**config.mk**
```make
export PLATFORM = sky130hd
export DESIGN_NAME = debounce_multi
export DESIGN_NICKNAME = d
export VERILOG_FILES = /design/src/rtl/debounce_pkg.sv /design/src/rtl/debounce_chan.sv /design/src/rtl/debounce_multi.sv
export SDC_FILE = /design/constraint.sdc
export NUM_CORES = 1
export LEC_CHECK = 0
export BUFFER_PORTS_ARGS = -buffer_cell sky130_fd_sc_hd__buf_4
export CAP_MARGIN = 20
export CORE_UTILIZATION = 30
export DETAILED_ROUTE_END_ITERATION = 16
export PLACE_DENSITY = 0.44
export SETUP_SLACK_MARGIN = 0.3
export SLEW_MARGIN = 20
export SYNTH_ARGS = -nofsm -noshare
export SYNTH_HDL_FRONTEND = slang
export SYNTH_SLANG_ARGS = --single-unit
```
**constraint.sdc**
```tcl
create_clock -name clk -period 2.3 [get_ports clk]
set_clock_uncertainty 0.2 [all_clocks]
set_input_delay 0.23 -clock clk [delete_from_list [all_inputs] [get_ports clk]]
set_output_delay 0.23 -clock clk [all_outputs]
set_load 0.03 [all_outputs]
```
**src/rtl/debounce_pkg.sv**
```systemverilog
// Shared helpers for the multi-channel debouncer: ms-to-cycle conversion,
// counter sizing and default timing constants.
package debounce_pkg;

    localparam int unsigned DEFAULT_STABLE_MS = 10;
    localparam int unsigned DEFAULT_LONG_MS   = 1000;

    function automatic int unsigned ms_to_cycles(input int unsigned clk_freq,
                                                 input int unsigned ms);
        return (clk_freq / 1000) * ms;
    endfunction

    // Bits needed to hold 0..max_val; never less than one bit.
    function automatic int unsigned cnt_width(input int unsigned max_val);
        int unsigned w;
        w = $clog2(max_val + 1);
        return (w < 1) ? 1 : w;
    endfunction

endpackage

```
**src/rtl/debounce_chan.sv**
```systemverilog
// One debounce channel: 2-FF synchroniser, stability counter, press/release
// pulses and, with DEBOUNCE_LONG_PRESS_EN defined, a long-press hold counter.
module debounce_chan
    import debounce_pkg::*;
#(
    parameter int unsigned CNT_MAX  = 1,
    parameter int unsigned LONG_MAX = 2
) (
    input  logic clk,
    input  logic rst,
    input  logic din,
    output logic btn_out,
    output logic btn_rise,
    output logic btn_fall,
    output logic btn_long
);

    localparam int unsigned CNT_W = cnt_width(CNT_MAX);
    localparam logic [CNT_W-1:0] CNT_LAST = CNT_W'(CNT_MAX - 1);

    if (CNT_MAX < 1) begin : g_cnt_chk
        $fatal(1, "debounce_chan: CNT_MAX must be >= 1");
    end
    if (LONG_MAX < 2) begin : g_long_chk
        $fatal(1, "debounce_chan: LONG_MAX must be >= 2");
    end

    logic             sync0;
    logic             sync1;
    logic [CNT_W-1:0] cnt;

    always_ff @(posedge clk) begin
        if (rst) begin
            sync0    <= 1'b0;
            sync1    <= 1'b0;
            cnt      <= '0;
            btn_out  <= 1'b0;
            btn_rise <= 1'b0;
            btn_fall <= 1'b0;
        end else begin
            sync0    <= din;
            sync1    <= sync0;
            btn_rise <= 1'b0;
            btn_fall <= 1'b0;
            if (sync1 == btn_out) begin
                cnt <= '0;
            end else if (cnt == CNT_LAST) begin
                btn_out  <= sync1;
                btn_rise <= sync1;
                btn_fall <= ~sync1;
                cnt      <= '0;
            end else begin
                cnt <= cnt + CNT_W'(1);
            end
        end
    end

`ifdef DEBOUNCE_LONG_PRESS_EN
    localparam int unsigned HOLD_W = cnt_width(LONG_MAX);
    localparam logic [HOLD_W-1:0] HOLD_SAT  = HOLD_W'(LONG_MAX);
    localparam logic [HOLD_W-1:0] HOLD_FIRE = HOLD_W'(LONG_MAX - 2);

    logic [HOLD_W-1:0] hold_cnt;

    // Pulse is registered on the edge where hold_cnt steps to LONG_MAX-1;
    // the counter then parks at LONG_MAX so the pulse cannot repeat.
    always_ff @(posedge clk) begin
        if (rst) begin
            hold_cnt <= '0;
            btn_long <= 1'b0;
        end else begin
            btn_long <= btn_out & ~btn_rise & (hold_cnt == HOLD_FIRE);
            if (!btn_out || btn_rise) begin
                hold_cnt <= '0;
            end else if (hold_cnt != HOLD_SAT) begin
                hold_cnt <= hold_cnt + HOLD_W'(1);
            end
        end
    end
`else
    assign btn_long = 1'b0;
`endif

endmodule

```
**src/rtl/debounce_multi.sv**
```systemverilog
// N-channel button/switch conditioner: polarity mask plus one debounce_chan
// per input. Long-press detection is enabled by DEBOUNCE_LONG_PRESS_EN.
module debounce_multi
    import debounce_pkg::*;
#(
    parameter int unsigned    N_CH            = 4,
    parameter int unsigned    CLK_FREQ        = 125000000,
    parameter int unsigned    STABLE_MS       = DEFAULT_STABLE_MS,
    parameter int unsigned    LONG_MS         = DEFAULT_LONG_MS,
    parameter logic [N_CH-1:0] ACTIVE_LOW_MASK = '0
) (
    input  logic            clk,
    input  logic            rst,
    input  logic [N_CH-1:0] btn_in,
    output logic [N_CH-1:0] btn_out,
    output logic [N_CH-1:0] btn_rise,
    output logic [N_CH-1:0] btn_fall,
    output logic [N_CH-1:0] btn_long
);

    localparam int unsigned CNT_MAX  = ms_to_cycles(CLK_FREQ, STABLE_MS);
    localparam int unsigned LONG_MAX = ms_to_cycles(CLK_FREQ, LONG_MS);

    if (N_CH < 1 || N_CH > 32) begin : g_nch_chk
        $fatal(1, "debounce_multi: N_CH must be 1..32");
    end

    logic [N_CH-1:0] btn_pol;

    // Active-low inputs are flipped ahead of the synchroniser so every
    // channel works in "1 = pressed" terms from the first flop onward.
    assign btn_pol = btn_in ^ ACTIVE_LOW_MASK;

    for (genvar i = 0; i < N_CH; i++) begin : g_ch
        debounce_chan #(
            .CNT_MAX  (CNT_MAX),
            .LONG_MAX (LONG_MAX)
        ) u_chan (
            .clk      (clk),
            .rst      (rst),
            .din      (btn_pol[i]),
            .btn_out  (btn_out[i]),
            .btn_rise (btn_rise[i]),
            .btn_fall (btn_fall[i]),
            .btn_long (btn_long[i])
        );
    end

endmodule

```
# == Word level (Yosys, flattened, before mapping) ==
# Cells that the tools add are included.
# Widths: inputs -> output; s select.
# word_totals
reg_bits,104
in_bits,6
output_inout_bits,16
word_cells,60
# classes
add_sub_neg,4
eq_ne,8
bitwise,12
reduce_logical,12
# ops
op,count
$add 21x1->21 const B,4
$eq 21x21->1 const B,4
$reduce_or 3->1,8
$not 1->1,12
$reduce_and 2->1,4
$eq 1x1->1,4

# == Depth between registers and ports, before layout ==
# Gate-level depths: netlist of the first run.
# depth
word_depth,3
depth_mapped,7

# == By module ==
# From an unflattened synthesis of the first run, not the netlist that was laid out.
# unflattened
cells_unflattened,532
hier_area_um2,4704.5
# by_module_without_submodules
module,n_inst,seq_area_each_um2,area_each_um2,cells_per_inst
debounce_chan,4,520.5,1176.1,133

# == Worst setup path before layout of the first run ==
# OpenSTA, ideal clock, no wires.
# synth_timing
path_kind,register -> register
from,register g_ch[2].u_chan.cnt[0]
to,register g_ch[2].u_chan.cnt[20]
path_stages_with_launch,7
n_path_buf,1
period_less_slack_ps,2145
slack_ps,155
setup_ps,70
arrival_ps,1875
cell_sequence,dfxtp_1 > ha_1 > nand2_1 > or4_1 > buf_2 > or4_1 > a21oi_1
# synth_between
elab_chain_len,2
# synth_lines
element,line,rtl
start: declaration,debounce_chan.sv:30,logic [CNT_W-1:0] cnt;
start signal: assignment,debounce_chan.sv:53,cnt <= cnt + CNT_W'(1);
"parallel branches: the longest is 2 deep, another holds $add 21x1->21",-,
# Parallel ways; which one is timed is not known.
# A chain may end at the register's enable or synchronous reset.

# == Worst setup path after layout of the first run ==
# layout_timing
from,register g_ch[2].u_chan.cnt[11]
to,register g_ch[2].u_chan.cnt[20]
# Same word-level chain as after synthesis.

==> results of run 1 <==
[flip-flops by register name (all words and copies together) (netlist names)]
signal	cells
g_ch.u_chan.btn_rise	4
g_ch.u_chan.sync1	4
g_ch.u_chan.cnt	84
g_ch.u_chan.btn_fall	4
g_ch.u_chan.btn_out	4
g_ch.u_chan.sync0	4
[placed cells by master, fill, tap and decap left out, types with 2 or more instances in the layout]
cell type	Yosys	layout
dfxtp_4	0	6
nor4_1	13	12
or3_1	14	14
nor2b_1	8	8
xor2_1	18	18
dfxtp_2	0	19
nand2_1	25	24
nand4_4	2	2
nor3_1	10	10
or4_1	18	11
a21oi_1	32	11
dlygate4sd3_1	0	4
nand4_1	20	20
ha_4	0	2
and4_1	9	8
clkbuf_16	0	11
inv_1	16	16
o31ai_1	12	12
and3_1	11	9
dfxtp_1	104	79
nand3_1	35	34
buf_6	0	10
conb_1	1	4
or4_4	0	7
a21oi_2	0	21
inv_8	0	2
buf_4	16	49
nor4b_1	5	5
nor2_4	0	8
xnor2_1	34	34
o21ai_4	0	3
o21ai_0	21	20
clkinv_4	0	4
and2_1	4	4
nor2_2	0	25
nor2_1	69	36
[worst max-delay path, cell delays in order, from the launching register on]
cell and delay [ns]:
dfxtp_2 0.32, or4b_1 0.52, or4_4 0.51, o21ai_4 0.24, buf_6 0.17, a21oi_1 0.04
[final cells by class]
type	instances	area, um^2	share of cell area (%)
Timing Repair Buffer	67	618	10.3
Multi-Input combinational cell	385	2670	44.5
Clock inverter	7	65.1	1.08
Tap cell	188	235	3.92
Sequential cell	104	2130	35.4
Clock buffer	9	225	3.75
Inverter	16	60.1	1.00
[what timing repair did]
action                                  in CTS  in global routing
buffers inserted                            11                  4
endpoints found under the hold margin        4                  0
endpoints found under the setup margin      78                 81
gates resized for setup                     63                 67
hold buffers                                 4                  0
pin swaps                                   20                 16
cloned                                       4                  2
[per-layer routing]
metal	vias up	track usage [%]	part of all wire (%)	wire length [um]
met5	-	0	0	0
met4	0	6.51	2.0	204
met3	14	3.42	2.7	277
met2	36	22.4	47	4900
met1	1835	16.9	48	4980
li1	1986	-	-	-
[cells by family after synthesis]
group | Yosys count
DFF | 104
AOI/OAI and AO/OA | 68
xor gates and xnor gates | 52
and+or+nand+nor | 257
other | 1
buffers and inverters | 51
adders and majority gates | 4
[stage by stage]
stage,instance area (um^2),power [mW],utilization [%],setup slack [ns]
final,6000,3.38,39.5,0.175
after global routing,6000,3.53,39.5,0.105
after CTS,5720,3.44,37.6,0.158
after detailed placement,5070,1.91,33.4,0.0940
after global placement,5070,1.91,33.4,0.127
after floorplan,4750,1.89,-,0.251
[worst paths after layout]
check,startpoint,endpoint,slack (ns),cells after the start
min,rst,g_ch[2].u_chan.btn_out,0.006,2
max,g_ch[2].u_chan.cnt[11],g_ch[2].u_chan.cnt[20],0.17,5
max reg2reg,g_ch[2].u_chan.cnt[11],g_ch[2].u_chan.cnt[20],0.17,5
min reg2reg,g_ch[1].u_chan.sync0,g_ch[1].u_chan.sync1,0.24,1
[power breakdown]
part | leakage (nW) | internal (mW) | switching (mW) | total (mW)
Combinational | 0.841 | 0.0366 | 0.0468 | 0.0834
Sequential | 0.854 | 1.80 | 0.00688 | 1.81
Clock | 0.140 | 0.757 | 0.736 | 1.49
==> flow_metrics.py, run 1 <==
metrics = {
    "routing": {
        "routed_via_density": 4.99,
        "drtAntennaViolNets": 0,
        "drt_pass1_iterations": 4,
        "wire_per_inst_um": 13.4,
        "drt_iter0_drc": 210,
        "totalWireLength_um": 10400,
        "via_count": 3871,
        "drc": 0,
    },
    "placement": {
        "dpl.cell_count": 735,
        "routabilityCongestion": 0.766,
        "hpwlAfterDp_um": 6870,
        "portBuffers": 17,
    },
    "flow_run": {
        "max_cap_violations": 0,
    },
    "floorplan": {
        "rows": 45,
        "die_w_um": 127,
        "die_height_um": 127,
        "die-area_um2": 16100,
        "core_area_um2": 15200,
        "initial_core_util_pct": 30.7,
        "num_io_pins": 22,
    },
    "critical_path": {
        "critical_path_required_ns": 2.34,
        "critPathMaxFanout": 5,
        "end_kind": "flip-flop",
        "cp-start-kind": "flip-flop",
        "worstPathArrival_ns": 2.16,
        "crit_type": "flip-flop to flip-flop",
    },
    "logic_synthesis": {
        "synth_cells": 537,
        "syn_area_per_cell_um2": 8.70,
        "synth-xor-area-share_pct": 9.75,
        "yosysMostFrequentCell": "dfxtp_1",
        "synth_flop_cell": "dfxtp_1",
        "synthDistinctLibCells": 41,
        "muxShareOfSynthArea_pct": 0,
        "yosys_warnings": 0,
        "synth_compound_area_share_pct": 7.93,
        "synth_top_family_by_area": "simple AND/OR/NAND/NOR gates",
        "synth_top_area_share_pct": 44.6,
        "synthesis.area_um2": 4670,
        "synthTopCellsByCount": "dfxtp_1 (104), nor2_1 (69), nand3_1 (35), xnor2_1 (34), a21oi_1 (32)",
        "ys_seq_area_share_pct": 44.6,
        "synth-simple-area-share_pct": 30.9,
        "synthArstFlopShare_pct": 0,
        "synthAdderAreaFrac_pct": 1.07,
        "synth_top_cell_by_area": "dfxtp_1",
        "synth-seq-cells": 104,
        "synth_edf_count": 0,
        "yosys-top-cells-area": "dfxtp_1 (45%), xnor2_1 (6.4%), nor2_1 (5.5%), nand3_1 (3.7%), a21oi_1 (3.4%)",
    },
    "timing": {
        "holdWs_ns": 0.00559,
        "setup_violations": 0,
        "hold_viol_final": 0,
        "worst_slew_pin_slew_ns": 0.524,
        "tns_ns": 0,
        "slew_violations": 0,
        "fin_crit_sh_pct": 92.4,
        "slew_headroom_pct": 64.6,
        "max_freq_ghz": 0.471,
        "rsz0062_at_grt": "true",
        "period_minus_slack_ns": 2.13,
    },
    "global_routing": {
        "grt_pass1_vias": 3673,
        "grt_pass1_wl_um": 17500,
        "track_usage_pct": 13.7,
        "gr-total-overflow": 0,
        "grt_max_degree": 20,
        "antenna_found_initial": 0,
    },
    "cts": {
        "root_buffer": "clkbuf_16",
        "clk_pin_slew_worst_paths_ns": 0.07,
        "cts.sinks": 104,
        "cts_buffers": 9,
        "cts_buffer_depth": 2,
        "clk_latency_ns": 0.35,
        "cts_tree": "done",
        "h-tree-depth": 3,
    },
    "cells_and_area": {
        "finalNetCount": 593,
        "fillers": 1503,
        "drive_gt1_share_pct": 32.3,
        "flow.area_growth_from_synthesis_pct": 28.5,
        "num_antenna_cells": 0,
        "stdcell_count": 776,
    },
    "pwr": {
        "p_leak_nw": 1.83,
        "powerDensity_nw_per_um2": 563,
        "ir_worst_vdd_uv": 344,
    },
    "status": {
        "status": "finished, final reports clean",
    },
    "min_path": {
        "holdCritPathClass": "input pin to flip-flop",
    },
}
(Power assumes the default switching activity.)
==> run 2, diff against run 1 <==
GPL_TIMING_DRIVEN = 0   (was default)
==> run 2 against run 1 <==
Net effect: core utilization increased by 0.64 points; flip-flop and latch count unchanged; combinational power down 5.9%; non-clock buffer count up 18; design area grew 1.6%; wire length grew 2.9%; critical path depth is 1 higher; die area is the same; worst hold slack improved by 0.099 ns; fmax is 2.7% lower; sequential share of layout area down 0.32 points; critical path type unchanged; critical endpoint unchanged.
==> flow_metrics.py, run 2 (synthesis results as in run 1) <==
metrics = {
    "placement": {
        "dpl_cell_area_um2": 5110,
        "routabilityCongestion": 0.721,
        "hpwlAfterDp_um": 6870,
        "portBuffers": 16,
    },
    "timing": {
        "holdWs_ns": 0.105,
        "hold_viol_final": 0,
        "fin_crit_sh_pct": 95.0,
        "rsz0062_at_grt": "true",
        "slew_headroom_pct": 66.4,
        "max_freq_ghz": 0.458,
        "worst_slew_pin_slew_ns": 0.504,
        "slew_violations": 0,
        "setup_violations": 0,
        "period_minus_slack_ns": 2.19,
    },
    "routing": {
        "drt_iter0_drc": 130,
        "drc": 0,
        "via_count": 3936,
        "routed_via_density": 4.96,
        "totalWireLength_um": 10700,
        "drt_pass1_iterations": 5,
        "drtAntennaViolNets": 0,
        "wire_per_inst_um": 13.4,
    },
    "global_routing": {
        "gr-total-overflow": 0,
        "grt_max_degree": 17,
        "track_usage_pct": 14.0,
        "grt_pass1_wl_um": 18000,
        "grt_pass1_vias": 3818,
        "antenna_found_initial": 0,
    },
    "min_path": {
        "holdCritPathClass": "input pin to flip-flop",
        "hold_start": "rst",
    },
    "cells_and_area": {
        "fin_area_um2": 6100,
        "finalNetCount": 611,
        "layout_common_cells": "dfxtp_1 (67), buf_4 (57), nor2_1 (55)",
        "regMostFlops": "g_ch.u_chan.cnt",
        "drive_gt1_share_pct": 33.0,
        "fillers": 1541,
        "flow.area_growth_from_synthesis_pct": 30.6,
        "largest_reg_flops": 84,
        "mostFrequentLayoutCell": "dfxtp_1",
        "num_antenna_cells": 0,
        "final_core_util_pct": 40.1,
    },
    "critical_path": {
        "critical_path_required_ns": 2.39,
        "critPathSlowestCell": "or4_1",
        "crit_chain": "buf_8 > nand4_1 > or4_1 > buf_6 > or4_4 > a21oi_2",
        "critPathMaxFanout": 8,
        "cp-start-kind": "flip-flop",
        "critical_path_buf_inv_count": 2,
        "cp_top_family": "simple AND/OR/NAND/NOR gates",
        "timing.reg2reg.setup_slack_ns": 0.11,
        "worstPathArrival_ns": 2.27,
        "crit_start": "g_ch[2].u_chan.cnt[6]",
        "slowest_delay_ns": 0.59,
        "crit_type": "flip-flop to flip-flop",
        "r2r_cells": 6,
        "end_kind": "flip-flop",
        "reg2reg_to": "g_ch[2].u_chan.cnt[20]",
        "r2r-start": "g_ch[2].u_chan.cnt[6]",
        "cp.depth": 6,
        "endpoint": "g_ch[2].u_chan.cnt[20]",
    },
    "cts": {
        "cts.sinks": 104,
        "clk_pin_slew_worst_paths_ns": 0.07,
        "clk_latency_ns": 0.35,
        "h-tree-depth": 3,
        "cts_buffer_depth": 2,
        "cts_tree": "done",
        "root_buffer": "clkbuf_16",
        "cts_buffers": 9,
    },
    "pwr": {
        "ir_worst_vdd_uv": 348,
        "p_leak_nw": 1.93,
        "powerDensity_nw_per_um2": 596,
        "p_total_mw": 3.64,
    },
    "floorplan": {
        "die_w_um": 127,
        "rows": 45,
        "num_io_pins": 22,
        "initial_core_util_pct": 30.7,
        "die-area_um2": 16100,
        "core_area_um2": 15200,
        "die_height_um": 127,
    },
    "status": {
        "status": "finished, final reports clean",
    },
    "flow_run": {
        "max_cap_violations": 0,
    },
}
[run 2: where the power goes]
group	switching, mW	internal [mW]
registers	0.00643	1.80
clock network	0.691	1.06
logic	0.0439	0.0346
total	0.741	2.90
[run 2: worst min path at each step]
stage / to / slack [ns] / cells after the start
floorplan: g_ch[0].u_chan.sync0 / 0.16 / 1
global placement: g_ch[1].u_chan.sync1 / 0.23 / 1
detailed placement: g_ch[2].u_chan.sync1 / 0.23 / 1
CTS: g_ch[3].u_chan.sync0 / 0.12 / 2
global route: g_ch[2].u_chan.sync1 / 0.16 / 2
finish: g_ch[3].u_chan.sync0 / 0.10 / 2
[run 2: area by class of cell]
type	count	area [um^2]	area share, %
Timing Repair Buffer	50	408	6.68
Multi-Input combinational cell	385	2620	42.9
Clock buffer	10	229	3.75
Clock inverter	6	108	1.76
Sequential cell	104	2140	35.1
Buffer	35	299	4.90
Inverter	16	60.1	0.984
Tap cell	188	235	3.85
[run 2: stage by stage]
step / setup TNS [ns] / worst slack (ns) / instances
after floorplan: 0 / 0.251 / 540
after global placement: -1.92 / -0.111 / 744
after detailed placement: -2.56 / -0.160 / 744
after CTS: 0 / 0.135 / 786
after global routing: 0 / 0.0263 / 794
final: 0 / 0.115 / 794
[run 2: routing by layer]
metal	vias to the layer above	track usage, %	routed length, um
met2	33	23.7	5120
li1	2016	-	-
met4	0	5.32	157
met1	1876	17.2	5120
met3	11	3.29	262
met5	-	0	0
[run 2: timing repair]
| item | CTS | global route |
|---|---|---|
| pin swaps | 11 | 16 |
| endpoints found under the hold margin | 4 | 0 |
| gates cloned | 4 | 1 |
| hold buffers | 4 | 0 |
| buffers inserted | 18 | 7 |
| gates resized for setup | 80 | 65 |
| setup endpoints to repair | 82 | 86 |
==> run 3, diff against run 2 <==
SETUP_SLACK_MARGIN = 0.4   (was 0.3)
==> run 3 against run 2 <==
Net effect: die area unchanged; combinational power is 2% lower; final cell count down 0.38%; first-iteration DRC count fell by 12%; core utilization rose by 0.20 points; sequential power is essentially flat; global-route usage shrank 0.11 points; sequential share of layout area about the same; non-clock buffer count decreased by 3; total power shrank 3.6%; critical path type unchanged; critical endpoint is now g_ch[2].u_chan.cnt[10]; largest power group unchanged.
==> flow_metrics.py, run 3 (synthesis results as in run 1) <==
metrics = {
    "cts": {
        "root_buffer": "clkbuf_16",
        "cts.sinks": 104,
        "clk_latency_ns": 0.35,
        "cts_buffer_depth": 2,
        "cts_tree": "done",
        "h-tree-depth": 3,
        "cts_buffers": 9,
        "clk_pin_slew_worst_paths_ns": 0.07,
    },
    "min_path": {
        "holdCritPathClass": "input pin to flip-flop",
        "min_path_cells": 2,
        "hold_start": "rst",
        "whs_endpoint": "g_ch[3].u_chan.sync0",
    },
    "floorplan": {
        "die-area_um2": 16100,
        "die_w_um": 127,
        "die_height_um": 127,
        "core_area_um2": 15200,
        "num_io_pins": 22,
        "rows": 45,
        "initial_core_util_pct": 30.7,
    },
    "critical_path": {
        "timing.reg2reg.setup_slack_ns": 0.17,
        "slowest_delay_ns": 0.52,
        "critPathSlowestCell": "or4b_4",
        "end_kind": "flip-flop",
        "critPathMaxFanout": 10,
        "r2r_cells": 5,
        "cp-start-kind": "flip-flop",
        "r2r-start": "g_ch[2].u_chan.cnt[10]",
        "crit_chain": "or4b_4 > or4_4 > o21ai_4 > buf_6 > nor2_1",
        "worstPathArrival_ns": 2.17,
        "crit_type": "flip-flop to flip-flop",
        "reg2reg_to": "g_ch[2].u_chan.cnt[10]",
        "critical_path_required_ns": 2.34,
    },
    "cells_and_area": {
        "largest_reg_flops": 84,
        "multiInputGateArea_um2": 2680,
        "finalNetCount": 608,
        "flow.area_growth_from_synthesis_pct": 31.3,
        "drive_gt1_share_pct": 34.5,
        "regArea_um2": 2150,
        "regMostFlops": "g_ch.u_chan.cnt",
        "final_core_util_pct": 40.3,
        "layout_common_cells": "dfxtp_1 (66), buf_4 (55), nor2_1 (54)",
        "fillers": 1540,
        "num_antenna_cells": 0,
        "mostFrequentLayoutCell": "dfxtp_1",
    },
    "placement": {
        "portBuffers": 16,
        "routabilityCongestion": 0.744,
        "hpwlAfterDp_um": 6860,
    },
    "global_routing": {
        "grt_max_degree": 16,
        "antenna_found_initial": 0,
        "gr-total-overflow": 0,
        "track_usage_pct": 13.9,
        "grt_pass1_vias": 3731,
        "grt_pass1_wl_um": 17900,
    },
    "timing": {
        "tns_ns": 0,
        "slew_headroom_pct": 64.3,
        "setup_violations": 0,
        "worst_slew_pin_slew_ns": 0.528,
        "period_minus_slack_ns": 2.13,
        "hold_viol_final": 0,
        "slew_violations": 0,
        "max_freq_ghz": 0.470,
        "rsz0062_at_grt": "true",
        "fin_crit_sh_pct": 92.5,
    },
    "pwr": {
        "powerDensity_nw_per_um2": 572,
        "p_leak_nw": 1.93,
        "ir_worst_vdd_uv": 350,
    },
    "routing": {
        "totalWireLength_um": 10500,
        "wire_per_inst_um": 13.3,
        "drc": 0,
        "drt_iter0_drc": 114,
        "drtAntennaViolNets": 0,
        "via_count": 3877,
        "drt_pass1_iterations": 4,
        "routed_via_density": 4.90,
    },
    "status": {
        "status": "finished, final reports clean",
    },
    "flow_run": {
        "max_cap_violations": 0,
    },
}
## run 3: cell count changes in the layout (fill, tap and decap cells not counted), moves of 3 or more
cell / change
nor2_4: -3
buf_6: -3
dfxtp_4: +3
o21ai_0: -4
a21oi_2: +4
a21oi_1: -4
nor2_2: +4
clkbuf_8: +6
## run 3: critical path: cells and delay by family, from the launching register on
family	cells	cell delay [ns]
AND/OR/NAND/NOR	3	1.09
flip-flops	1	0.35
AO/OA/AOI/OAI	1	0.20
buffers and inverters	1	0.17
## run 3: cell type report
type | count | share of cell area, %
Multi-Input combinational cell | 385 | 43.8
Sequential cell | 104 | 35.1
Timing Repair Buffer | 47 | 6.10
Buffer | 35 | 5.02
Clock buffer | 14 | 4.63
Tap cell | 188 | 3.84
Inverter | 16 | 0.979
Clock inverter | 2 | 0.571
## run 3: stage by stage
step           hold slack (ns)  total power [mW]  setup WS (ns)  cell area (um^2)  cells
2_1_floorplan            0.158              1.90          0.279              4810    540
3_3_place_gp             0.217              1.92         0.0437              5170    744
3_5_place_dp             0.224              1.92         0.0458              5170    744
4_1_cts                  0.120              3.58          0.156              5910    785
5_1_grt                  0.130              3.65          0.111              6130    791
6_report                0.0979              3.51          0.173              6130    791
## run 3: worst max-delay path by stage
stage / from / endpoint / slack, ns
finish: g_ch[2].u_chan.cnt[10] / g_ch[2].u_chan.cnt[10] / 0.17
CTS: g_ch[3].u_chan.cnt[17] / g_ch[3].u_chan.cnt[8] / 0.16
global placement: g_ch[0].u_chan.cnt[0] / g_ch[0].u_chan.cnt[3] / 0.04
global route: g_ch[3].u_chan.cnt[17] / g_ch[3].u_chan.cnt[8] / 0.11
detailed placement: g_ch[0].u_chan.cnt[0] / g_ch[0].u_chan.cnt[4] / 0.05
floorplan: g_ch[2].u_chan.cnt[6] / g_ch[2].u_chan.cnt[20] / 0.28
## run 3: per-layer routing
metal | track usage, % | part of all wire, % | up-vias
li1 | - | - | 2009
met1 | 17.9 | 50 | 1823
met2 | 22.4 | 45 | 35
met3 | 3.33 | 2.7 | 10
met4 | 5.39 | 1.4 | 0
met5 | 0 | 0 | -
## run 3: what timing repair did
item,CTS,global route
hold endpoints to repair,4,0
hold buffers,4,0
pin swaps,25,12
buffers inserted,17,6
gates resized for setup,84,59
endpoints found under the setup margin,90,92
cloned,4,0
## run 3: where the power goes
group	switching [mW]	total (mW)	internal, mW
sequential	0.00620	1.80	1.80
combinational	0.0432	0.0771	0.0339
clock	0.662	1.62	0.962
total	0.711	3.51	2.79
